===== src/rtl/reg_wb_ctrl_pkg.sv =====
// Shared definitions for the register-file writeback controller.
//   DATA_W_DEF / ADDR_W_DEF / DEPTH_DEF : default widths and queue depth
//   CNT_W                               : width of the issued-write counter
//   src_e                               : writeback source / round-robin id
package reg_wb_ctrl_pkg;

  localparam int unsigned DATA_W_DEF = 32;
  localparam int unsigned ADDR_W_DEF = 5;
  localparam int unsigned DEPTH_DEF  = 2;
  localparam int unsigned CNT_W      = 16;

  typedef enum logic {
    SRC_ALU = 1'b0,
    SRC_LD  = 1'b1
  } src_e;

endpackage


===== src/rtl/reg_wb_ctrl_wb_fifo.sv =====
// Per-source writeback queue (power-of-two DEPTH).
//   i_clk, i_rst                  : clock, synchronous active-high reset
//   i_push, i_push_addr/data      : enqueue (ignored when full)
//   i_pop                         : dequeue head (ignored when empty)
//   o_full, o_empty               : occupancy flags
//   o_head_addr, o_head_data      : oldest entry
//   o_vld, o_addr                 : per-slot valid and address for hazard checks
module wb_fifo #(
  parameter int unsigned DATA_W = 32,
  parameter int unsigned ADDR_W = 5,
  parameter int unsigned DEPTH  = 2
) (
  input  logic                     i_clk,
  input  logic                     i_rst,
  input  logic                     i_push,
  input  logic [ADDR_W-1:0]        i_push_addr,
  input  logic [DATA_W-1:0]        i_push_data,
  input  logic                     i_pop,
  output logic                     o_full,
  output logic                     o_empty,
  output logic [ADDR_W-1:0]        o_head_addr,
  output logic [DATA_W-1:0]        o_head_data,
  output logic [DEPTH-1:0]         o_vld,
  output logic [DEPTH*ADDR_W-1:0]  o_addr
);

  localparam int unsigned PTR_W = (DEPTH > 1) ? $clog2(DEPTH) : 1;

  logic [ADDR_W-1:0] addr_q [DEPTH];
  logic [DATA_W-1:0] data_q [DEPTH];
  logic [DEPTH-1:0]  vld_q;
  logic [PTR_W-1:0]  wr_ptr_q, rd_ptr_q;
  logic [PTR_W:0]    cnt_q;
  logic              push_ok, pop_ok;

  assign o_full      = (cnt_q == (PTR_W+1)'(DEPTH));
  assign o_empty     = (cnt_q == '0);
  assign push_ok     = i_push & ~o_full;
  assign pop_ok      = i_pop & ~o_empty;
  assign o_head_addr = addr_q[rd_ptr_q];
  assign o_head_data = data_q[rd_ptr_q];
  assign o_vld       = vld_q;

  // Flatten slot addresses for the hazard comparators.
  always_comb begin
    o_addr = '0;
    for (int i = 0; i < int'(DEPTH); i++) begin
      o_addr[i*ADDR_W +: ADDR_W] = addr_q[i];
    end
  end

  // Pointers, occupancy and slot valids.
  always_ff @(posedge i_clk) begin
    if (i_rst) begin
      wr_ptr_q <= '0;
      rd_ptr_q <= '0;
      cnt_q    <= '0;
      vld_q    <= '0;
    end else begin
      // A slot is never pushed and popped together: that needs empty and full at once.
      if (pop_ok) begin
        vld_q[rd_ptr_q] <= 1'b0;
        rd_ptr_q        <= rd_ptr_q + PTR_W'(1);
      end
      if (push_ok) begin
        vld_q[wr_ptr_q] <= 1'b1;
        wr_ptr_q        <= wr_ptr_q + PTR_W'(1);
      end
      case ({push_ok, pop_ok})
        2'b10:   cnt_q <= cnt_q + (PTR_W+1)'(1);
        2'b01:   cnt_q <= cnt_q - (PTR_W+1)'(1);
        default: cnt_q <= cnt_q;
      endcase
    end
  end

  // Payload storage needs no reset; slot valids qualify it.
  always_ff @(posedge i_clk) begin
    if (push_ok) begin
      addr_q[wr_ptr_q] <= i_push_addr;
      data_q[wr_ptr_q] <= i_push_data;
    end
  end

endmodule


===== src/rtl/reg_wb_ctrl.sv =====
// Register-file writeback controller: two queued writeback channels (ALU,
// load) arbitrated round-robin onto a single registered write port.
//   i_clk, i_rst                          : clock, synchronous active-high reset
//   i_a_valid/addr/data, o_a_ready        : ALU writeback channel
//   i_l_valid/addr/data, o_l_ready        : load-unit writeback channel
//   i_raddr1/2, o_busy1/2                 : decode hazard query (combinational)
//   o_we, o_waddr, o_wdata                : register-file write port
//   o_wr_count                            : issued-write counter (wraps)
module reg_wb_ctrl
  import reg_wb_ctrl_pkg::*;
#(
  parameter int unsigned DATA_W = DATA_W_DEF,
  parameter int unsigned ADDR_W = ADDR_W_DEF,
  parameter int unsigned DEPTH  = DEPTH_DEF
) (
  input  logic              i_clk,
  input  logic              i_rst,
  input  logic              i_a_valid,
  input  logic [ADDR_W-1:0] i_a_addr,
  input  logic [DATA_W-1:0] i_a_data,
  output logic              o_a_ready,
  input  logic              i_l_valid,
  input  logic [ADDR_W-1:0] i_l_addr,
  input  logic [DATA_W-1:0] i_l_data,
  output logic              o_l_ready,
  input  logic [ADDR_W-1:0] i_raddr1,
  input  logic [ADDR_W-1:0] i_raddr2,
  output logic              o_busy1,
  output logic              o_busy2,
  output logic              o_we,
  output logic [ADDR_W-1:0] o_waddr,
  output logic [DATA_W-1:0] o_wdata,
  output logic [CNT_W-1:0]  o_wr_count
);

  logic                    a_full, a_empty, l_full, l_empty;
  logic [ADDR_W-1:0]       a_head_addr, l_head_addr;
  logic [DATA_W-1:0]       a_head_data, l_head_data;
  logic [DEPTH-1:0]        a_vld, l_vld;
  logic [DEPTH*ADDR_W-1:0] a_slot_addr, l_slot_addr;
  logic                    a_push, l_push, gnt_a, gnt_l;

  src_e              rr_q;
  logic              we_q;
  logic [ADDR_W-1:0] waddr_q;
  logic [DATA_W-1:0] wdata_q;
  logic [CNT_W-1:0]  cnt_q;

  assign o_a_ready = ~a_full;
  assign o_l_ready = ~l_full;

  // Writes to r0 complete the handshake but are dropped here.
  assign a_push = i_a_valid & o_a_ready & (i_a_addr != '0);
  assign l_push = i_l_valid & o_l_ready & (i_l_addr != '0);

  wb_fifo #(.DATA_W(DATA_W), .ADDR_W(ADDR_W), .DEPTH(DEPTH)) u_a_fifo (
    .i_clk      (i_clk),
    .i_rst      (i_rst),
    .i_push     (a_push),
    .i_push_addr(i_a_addr),
    .i_push_data(i_a_data),
    .i_pop      (gnt_a),
    .o_full     (a_full),
    .o_empty    (a_empty),
    .o_head_addr(a_head_addr),
    .o_head_data(a_head_data),
    .o_vld      (a_vld),
    .o_addr     (a_slot_addr)
  );

  wb_fifo #(.DATA_W(DATA_W), .ADDR_W(ADDR_W), .DEPTH(DEPTH)) u_l_fifo (
    .i_clk      (i_clk),
    .i_rst      (i_rst),
    .i_push     (l_push),
    .i_push_addr(i_l_addr),
    .i_push_data(i_l_data),
    .i_pop      (gnt_l),
    .o_full     (l_full),
    .o_empty    (l_empty),
    .o_head_addr(l_head_addr),
    .o_head_data(l_head_data),
    .o_vld      (l_vld),
    .o_addr     (l_slot_addr)
  );

  // rr_q names the channel favoured at the next contest.
  assign gnt_a = ~a_empty & (l_empty | (rr_q == SRC_ALU));
  assign gnt_l = ~l_empty & ~gnt_a;

  // Arbiter pointer, write port and issue counter.
  always_ff @(posedge i_clk) begin
    if (i_rst) begin
      rr_q    <= SRC_ALU;
      we_q    <= 1'b0;
      waddr_q <= '0;
      wdata_q <= '0;
      cnt_q   <= '0;
    end else begin
      we_q <= gnt_a | gnt_l;
      if (gnt_a) begin
        rr_q    <= SRC_LD;
        waddr_q <= a_head_addr;
        wdata_q <= a_head_data;
      end else if (gnt_l) begin
        rr_q    <= SRC_ALU;
        waddr_q <= l_head_addr;
        wdata_q <= l_head_data;
      end
      if (gnt_a | gnt_l) begin
        cnt_q <= cnt_q + CNT_W'(1);
      end
    end
  end

  assign o_we       = we_q;
  assign o_waddr    = waddr_q;
  assign o_wdata    = wdata_q;
  assign o_wr_count = cnt_q;

  // Hazard: read address matches any queued entry or the write in flight.
  always_comb begin
    o_busy1 = 1'b0;
    o_busy2 = 1'b0;
    for (int i = 0; i < int'(DEPTH); i++) begin
      if (a_vld[i] && (a_slot_addr[i*ADDR_W +: ADDR_W] == i_raddr1)) o_busy1 = 1'b1;
      if (l_vld[i] && (l_slot_addr[i*ADDR_W +: ADDR_W] == i_raddr1)) o_busy1 = 1'b1;
      if (a_vld[i] && (a_slot_addr[i*ADDR_W +: ADDR_W] == i_raddr2)) o_busy2 = 1'b1;
      if (l_vld[i] && (l_slot_addr[i*ADDR_W +: ADDR_W] == i_raddr2)) o_busy2 = 1'b1;
    end
    if (we_q && (waddr_q == i_raddr1)) o_busy1 = 1'b1;
    if (we_q && (waddr_q == i_raddr2)) o_busy2 = 1'b1;
    if (i_raddr1 == '0) o_busy1 = 1'b0;
    if (i_raddr2 == '0) o_busy2 = 1'b0;
  end

endmodule


===== config.mk =====
export PLATFORM = sky130hd
export DESIGN_NAME = reg_wb_ctrl
export DESIGN_NICKNAME = d
export VERILOG_FILES = /design/src/rtl/reg_wb_ctrl_pkg.sv /design/src/rtl/reg_wb_ctrl_wb_fifo.sv /design/src/rtl/reg_wb_ctrl.sv
export SDC_FILE = /design/constraint.sdc
export NUM_CORES = 1
export LEC_CHECK = 0
export ABC_AREA = 1
export BUFFER_PORTS_ARGS = -buffer_cell sky130_fd_sc_hd__buf_2
export CORE_MARGIN = 4
export CORE_UTILIZATION = 51
export CTS_CLUSTER_SIZE = 20
export DETAILED_ROUTE_END_ITERATION = 8
export PLACE_DENSITY = 0.82
export SYNTH_ARGS = -nofsm -noshare
export SYNTH_HDL_FRONTEND = slang
export SYNTH_SLANG_ARGS = --single-unit

===== constraint.sdc =====
create_clock -name i_clk -period 2.49 [get_ports i_clk]
set_input_delay 0.1245 -clock i_clk [delete_from_list [all_inputs] [get_ports i_clk]]
set_output_delay 0.1245 -clock i_clk [all_outputs]
set_load 0.02 [all_outputs]

# Word level (Yosys, flattened, before mapping)

Memories as Yosys holds them, arrays and structs flattened. A register that Yosys moved wholly into a read port is not among the register bits.
Cells that the tools add are included.

Register bits after elaboration: 67
Input bits: 88
Logic and storage cells: 143
RAM bits: 148
Output and inout port bits: 58
Memories kept: 4

Mux-type cells: 46
Equality and inequality tests: 16
Order comparisons: 8
Add/subtract/negate cells: 9
Reduce and logical (&&, ||, !) cells: 23
Bitwise logic cells: 24

Memories:

| memory          | words | bits a word | rd ports | clocked after Yosys merged registers in | write ports | RTL line                  | text |
|---|---|---|---|---|---|---|---|
| u_a_fifo.data_q | 2     | 32          | 1        | 1                                       | 1           | reg_wb_ctrl_wb_fifo.sv:30 | `logic [DATA_W-1:0] data_q [DEPTH];` |
| u_l_fifo.data_q | 2     | 32          | 1        | 1                                       | 1           | reg_wb_ctrl_wb_fifo.sv:30 |  |
| u_a_fifo.addr_q | 2     | 5           | 3        | 1                                       | 1           | reg_wb_ctrl_wb_fifo.sv:29 | `logic [ADDR_W-1:0] addr_q [DEPTH];` |
| u_l_fifo.addr_q | 2     | 5           | 3        | 1                                       | 1           | reg_wb_ctrl_wb_fifo.sv:29 |  |

Operators by type and width:

| cell                                                                  | number |
|---|---|
| 32-bit two-way mux                                                    | 2 |
| 5-bit == test                                                         | 10 |
| 1-bit two-way mux                                                     | 30 |
| 16-bit by 1-bit adder with 16-bit output (second input constant)      | 1 |
| 1-bit logical AND                                                     | 14 |
| 2-bit two-way mux                                                     | 6 |
| 1-bit bitwise AND                                                     | 10 |
| 5-bit zero test                                                       | 2 |
| 5-bit two-way mux                                                     | 2 |
| 5-bit nonzero test                                                    | 2 |
| 2-bit == test (second input constant)                                 | 4 |
| 1-bit by 2-bit < comparator with 1-bit output (second input constant) | 4 |
| 2-bit one-hot mux with 2 select lines                                 | 2 |
| 1-bit NOT                                                             | 6 |
| 2-bit nonzero test                                                    | 3 |
| 1-bit adder (second input constant)                                   | 4 |
| 2-bit by 1-bit adder with 2-bit output (second input constant)        | 2 |
| 2-bit bitwise AND                                                     | 2 |
| 1-bit demux with 1-bit select                                         | 4 |
| 2-bit by 1-bit == test with 1-bit output (second input constant)      | 2 |
| 1-bit greater-or-equal comparator (second input constant)             | 4 |
| 2-bit zero test                                                       | 2 |
| 2-bit NOT                                                             | 2 |
| 2-bit OR                                                              | 2 |
| other kinds (2)                                                       | 4 |

# Depth between registers and ports, before layout

Depth after elaboration: 10
Mapped depth: 12
Depth with buffers taken out: 10

# Hierarchy

From an unflattened synthesis, not the netlist that was laid out.

Cell total of the unflattened synthesis: 863
Area total of the unflattened synthesis: 9,414.0 sq um

Modules (own cells, without submodules):

| module              | sequential area each (sq um) | cells an instance | instances | area an instance (sq um) |
|---|---|---|---|---|
| reg_wb_ctrl         | 1,101.1                      | 543               | 1         | 3,273.1 |
| wb_fifo at u_a_fifo | 2,362.3                      | 159               | 1         | 3,144.3 |
| wb_fifo at u_l_fifo | 2,362.3                      | 161               | 1         | 2,996.6 |

# Least setup slack after synthesis

OpenSTA, ideal clock, no wires.

Path kind: register to register
From: register u_l_fifo.cnt_q[0]
To: memory u_l_fifo.addr_q[1][0], enable pin
Slack: -0.234 ns
Clock period less this slack: 2.724 ns
Cell stages (with the launch flop): 5
Data required time: 2.057 ns
Arrival: 2.291 ns
Buffers on the path: 0
Setup time: 0.433 ns
Cells stage by stage: dfxtp_1 > inv_1 > a21boi_0 > nand2_1 > nor2_1

Word-level cells in the longest chain between the ends: 7

Ends and longest elaborated chain:

| element                                     | RTL line                                     | text |
|---|---|---|
| start: declaration                          | reg_wb_ctrl_wb_fifo.sv:33                    | `logic [PTR_W:0] cnt_q;` |
| start signal: assignment                    | reg_wb_ctrl_wb_fifo.sv:70                    | `2'b10: cnt_q <= cnt_q + (PTR_W+1)'(1);` |
| start signal: assignment                    | reg_wb_ctrl_wb_fifo.sv:71                    | `2'b01: cnt_q <= cnt_q - (PTR_W+1)'(1);` |
| start signal: assignment                    | reg_wb_ctrl_wb_fifo.sv:72                    | `default: cnt_q <= cnt_q;` |
| 2-bit == test (*)                           | reg_wb_ctrl_wb_fifo.sv:36                    | `assign o_full = (cnt_q == (PTR_W+1)'(DEPTH));` |
| 1-bit NOT (*)                               | reg_wb_ctrl_wb_fifo.sv:38, reg_wb_ctrl.sv:50 |  |
| 1-bit bitwise AND (2 in series)             | reg_wb_ctrl.sv:54                            | `assign l_push = i_l_valid & o_l_ready & (i_l_addr != '0);` |
| 1-bit bitwise AND (*)                       | reg_wb_ctrl_wb_fifo.sv:38                    | `assign push_ok = i_push & ~o_full;` |
| 1-bit two-way mux (*)                       | reg_wb_ctrl_wb_fifo.sv:79                    | `if (push_ok) begin` |
| 1-bit two-way mux (implied by the code) (*) | reg_wb_ctrl_wb_fifo.sv:80                    | `addr_q[wr_ptr_q] <= i_push_addr;` |
| end: declaration                            | reg_wb_ctrl_wb_fifo.sv:29                    |  |

Every way passes the cells marked *; elsewhere a longest branch is shown, timed or not.

# Final worst setup path

From: input i_l_addr[3]
To: memory u_l_fifo.data_q[0][18], enable pin

Word-level cells in the longest chain between the ends: 5

Ends and longest elaborated chain:

| element                                 | RTL line                  | text |
|---|---|---|
| start: declaration                      | reg_wb_ctrl.sv:23         | `input logic [ADDR_W-1:0] i_l_addr,` |
| 5-bit nonzero test                      | reg_wb_ctrl.sv:54         |  |
| 1-bit bitwise AND                       | reg_wb_ctrl.sv:54         |  |
| 1-bit bitwise AND                       | reg_wb_ctrl_wb_fifo.sv:38 |  |
| 1-bit two-way mux                       | reg_wb_ctrl_wb_fifo.sv:79 |  |
| 1-bit two-way mux (implied by the code) | reg_wb_ctrl_wb_fifo.sv:81 | `data_q[wr_ptr_q] <= i_push_data;` |
| end: declaration                        | reg_wb_ctrl_wb_fifo.sv:30 |  |

Every way passes these cells.

==> impl_metrics.json <==
{
  "post-route-drc-count": 0,
  "rr_startpoint": "u_l_fifo.cnt_q[0]",
  "syn-cell-area_sq_um": 9149,
  "critPathLaunch": "i_l_addr[3]",
  "path_cells": "dlygate4sd3_1 -> buf_2 -> nor3_1 -> nand2_1 -> nand2_1 -> inv_1 -> nand2_1 -> clkinv_1 -> buf_12",
  "clk_path_buf_depth": 3,
  "slew_violations": 0,
  "nets": 1235,
  "grt_pass1_vias": 7283,
  "instances_no_fill": 1386,
  "die_y_um": 141.9,
  "crit_type": "input port to flip-flop",
  "ios": 146,
  "slowest_stage": "dlygate4sd3_1",
  "worst_pin_slew_ns": 0.6601,
  "worstPathMaxFanout": 25,
  "std_cell_rows": 48,
  "syn_inst": 925,
  "p_per_area_nw_per_um2": 1033,
  "leakagePower_nw": 4.840,
  "grt_max_degree": 43,
  "antenna_found_initial": 0,
  "syn_to_final_growth_pct": 26.74,
  "dp.cells": 1270,
  "synth_seq_cells": 217,
  "worst_setup_path_end_kind": "flip-flop",
  "max_slew_margin": 0.5599,
  "fin_crit_sh": 0.8042,
  "cts_tree": "done",
  "drt_wl_total_mm": 23.27,
  "crit_top_cell": "nand2_1",
  "reg2reg_slack_ns": 0.50,
  "ys_warn_count": 0,
  "worst_path_dominant_cell_family": "buffers and inverters",
  "place_hpwl_mm": 14.78,
  "port_buffers": 145,
  "cts_resized": 0,
  "seq_area_frac_synth": 0.6368,
  "reg2regPathDepth": 7,
  "cts_buffers": 23,
  "fin_tns_setup_ns": 0,
  "grt-ovfl-total": 0,
  "cpPeakStageDelay_ns": 0.54,
  "drv_cap": 0,
  "crit_end": "u_l_fifo.data_q[0][18]",
  "setup_viol": 0,
  "root_buffer": "clkbuf_16",
  "syn_area_per_cell_sq_um": 9.891,
  "final_antenna_net_count": 0,
  "gp_congestion": 0.9611,
  "wl_per_cell_um": 16.79,
  "fmax_mhz": 499.4,
  "fp.dieW_um": 141.9,
  "rsz0062_at_grt": "false",
  "arrival_ns": 2.27,
  "hold_violations": 0,
  "layout-drive-gt1-share": 0.1912,
  "synth_cell_types": 32,
  "peakVddDrop_mv": 0.6760,
  "clkTransAtPathRegs_ns": 0.06,
  "status": "finished, final reports clean",
  "die-area_sq_um": 20150,
  "clk_latency_ns": 0.52,
  "final_util": 0.6657,
  "num_vias": 7355,
  "firstDrtPassIters": 5,
  "viasPerCell": 5.307,
  "crit_cells": 9,
  "cts.sinks": 217,
  "synth_nets": 1016,
  "fin_skew_ns": 0.01807,
  "insertedDiodeCount": 0,
  "grt_first_pass_wirelength_mm": 36.75,
  "crit_required_ns": 2.75,
  "r2r_end": "u_l_fifo.data_q[0][18]",
  "drt_iter0_drc": 578,
  "period_needed_ns": 2.002,
  "core-area_sq_um": 17420,
  "cts_htree_levels": 1,
  "grtUsageTotal": 0.2287,
  "initial_core_util": 0.5253,
  "cp-start-kind": "input port",
  "hp-class": "input port to flip-flop",
  "crit_buf_inv": 5
}
==> layout make-up <==
type,instances,area (sq um)
clock buffer,31,635.6
inverter,101,381.6
clock inverter,11,96.34
tap,225,281.5
sequential,217,5828
fill,1297,5822
timing repair buffer,231,1607
multi-input combinational,570,2765
==> metal layers <==
metal	global-route usage	vias up	share of wire
li1	-	3537	-
met1	0.2946	3446	0.40
met2	0.3949	314	0.49
met3	0.04234	58	0.082
met4	0.07172	0	0.029
met5	0	-	0
==> cell usage after synthesis (all sizes together) <==
master / number / share of area
a21boi: 2 / 0.0016
a21oi: 33 / 0.018
a31oi: 22 / 0.015
and3: 1 / 0.00068
buf: 21 / 0.014
clkbuf: 16 / 0.0066
dfxtp: 69 / 0.15
edfxtp: 148 / 0.49
ha: 3 / 0.0041
inv: 101 / 0.042
mux2: 20 / 0.025
mux2i: 13 / 0.014
nand2: 255 / 0.11
nand3: 35 / 0.019
nand4: 4 / 0.0027
nor2: 62 / 0.026
nor3: 7 / 0.0038
nor3b: 1 / 0.00082
o211ai: 2 / 0.0016
o21a: 1 / 0.00082
o21ai: 105 / 0.058
o21bai: 1 / 0.00082
xor2: 3 / 0.0029
==> where the power goes <==
part	switching, W	internal [W]
sequential	0.000491	0.00460
clock	0.00137	0.00191
combinational	0.00237	0.00123
==> worst min-delay path: cells and delay by family <==
| kind | cells | cell delay, ns |
|---|---|---|
| buffers and inverters | 2 | 0.24 |
| AND/OR/NAND/NOR | 2 | 0.14 |
==> flip-flops by register name, indices dropped and copies added, names as in the netlist, 2 cells and up, named ones only <==
signal / count
u_a_fifo.data_q: 64
u_l_fifo.data_q: 64
o_wdata: 32
o_wr_count: 16
u_a_fifo.addr_q: 10
u_l_fifo.addr_q: 10
o_waddr: 5
u_a_fifo.cnt_q: 2
u_a_fifo.o_vld: 2
u_l_fifo.cnt_q: 2
u_l_fifo.o_vld: 2
==> cells in the final DEF (no fill, tap or decap), drive strengths merged, types with 3 or more instances in the layout <==
| cell | synthesis | routed |
|---|---|---|
| nand2 | 255 | 255 |
| nand3 | 35 | 35 |
| mux2i | 13 | 13 |
| xor2 | 3 | 3 |
| nor3 | 7 | 7 |
| dlygate4sd3 | 0 | 74 |
| clkbuf | 16 | 31 |
| nand4 | 4 | 4 |
| o21ai | 105 | 105 |
| a21oi | 33 | 33 |
| ha | 3 | 3 |
| dfxtp | 69 | 69 |
| clkinv | 0 | 8 |
| mux2 | 20 | 20 |
| edfxtp | 148 | 148 |
| a31oi | 22 | 22 |
| buf | 21 | 157 |
| inv | 101 | 102 |
| nor2 | 62 | 62 |
==> how the worst min path moves through the flow <==
stage / from / slack, ns / end / cells past startpoint
6_report: i_rst / 0.04 / o_wr_count[15] / 4
5_1_grt: i_rst / 0.05 / o_wr_count[15] / 4
4_1_cts: i_rst / 0.02 / o_wr_count[15] / 4
3_5_place_dp: i_a_data[7] / 0.32 / u_a_fifo.data_q[1][7] / 1
3_3_place_gp: i_a_data[20] / 0.31 / u_a_fifo.data_q[0][20] / 1
2_1_floorplan: i_a_addr[0] / 0.22 / u_a_fifo.addr_q[0][0] / 0
==> cell families after synthesis <==
family | synth area share
and+or+nand+nor | 0.1589
DFF | 0.6368
AOI/OAI and AO/OA | 0.09587
buffers and inverters | 0.06264
muxes | 0.03884
xor gates and xnor gates | 0.002873
adders and majority gates | 0.004103
==> what timing repair did <==
item,4_1_cts,5_1_grt
setup buffers,0,0
hold buffers,74,0
endpoints found under the hold margin,148,0
==> metrics by stage <==
step           setup slack (ns)  total power [W]  hold slack, ns  cell area, sq um
6_report                 0.4876          0.01198         0.03529             11590
5_1_grt                  0.3081          0.01264         0.05483             11590
4_1_cts                  0.4599          0.01197         0.02069             11590
3_5_place_dp             0.4780         0.008595          0.3159             10120
3_3_place_gp             0.5605         0.008479          0.3120             10120
2_1_floorplan            0.3887         0.007481          0.2234              9154
Note: power is estimated with default switching activity, not from simulation.
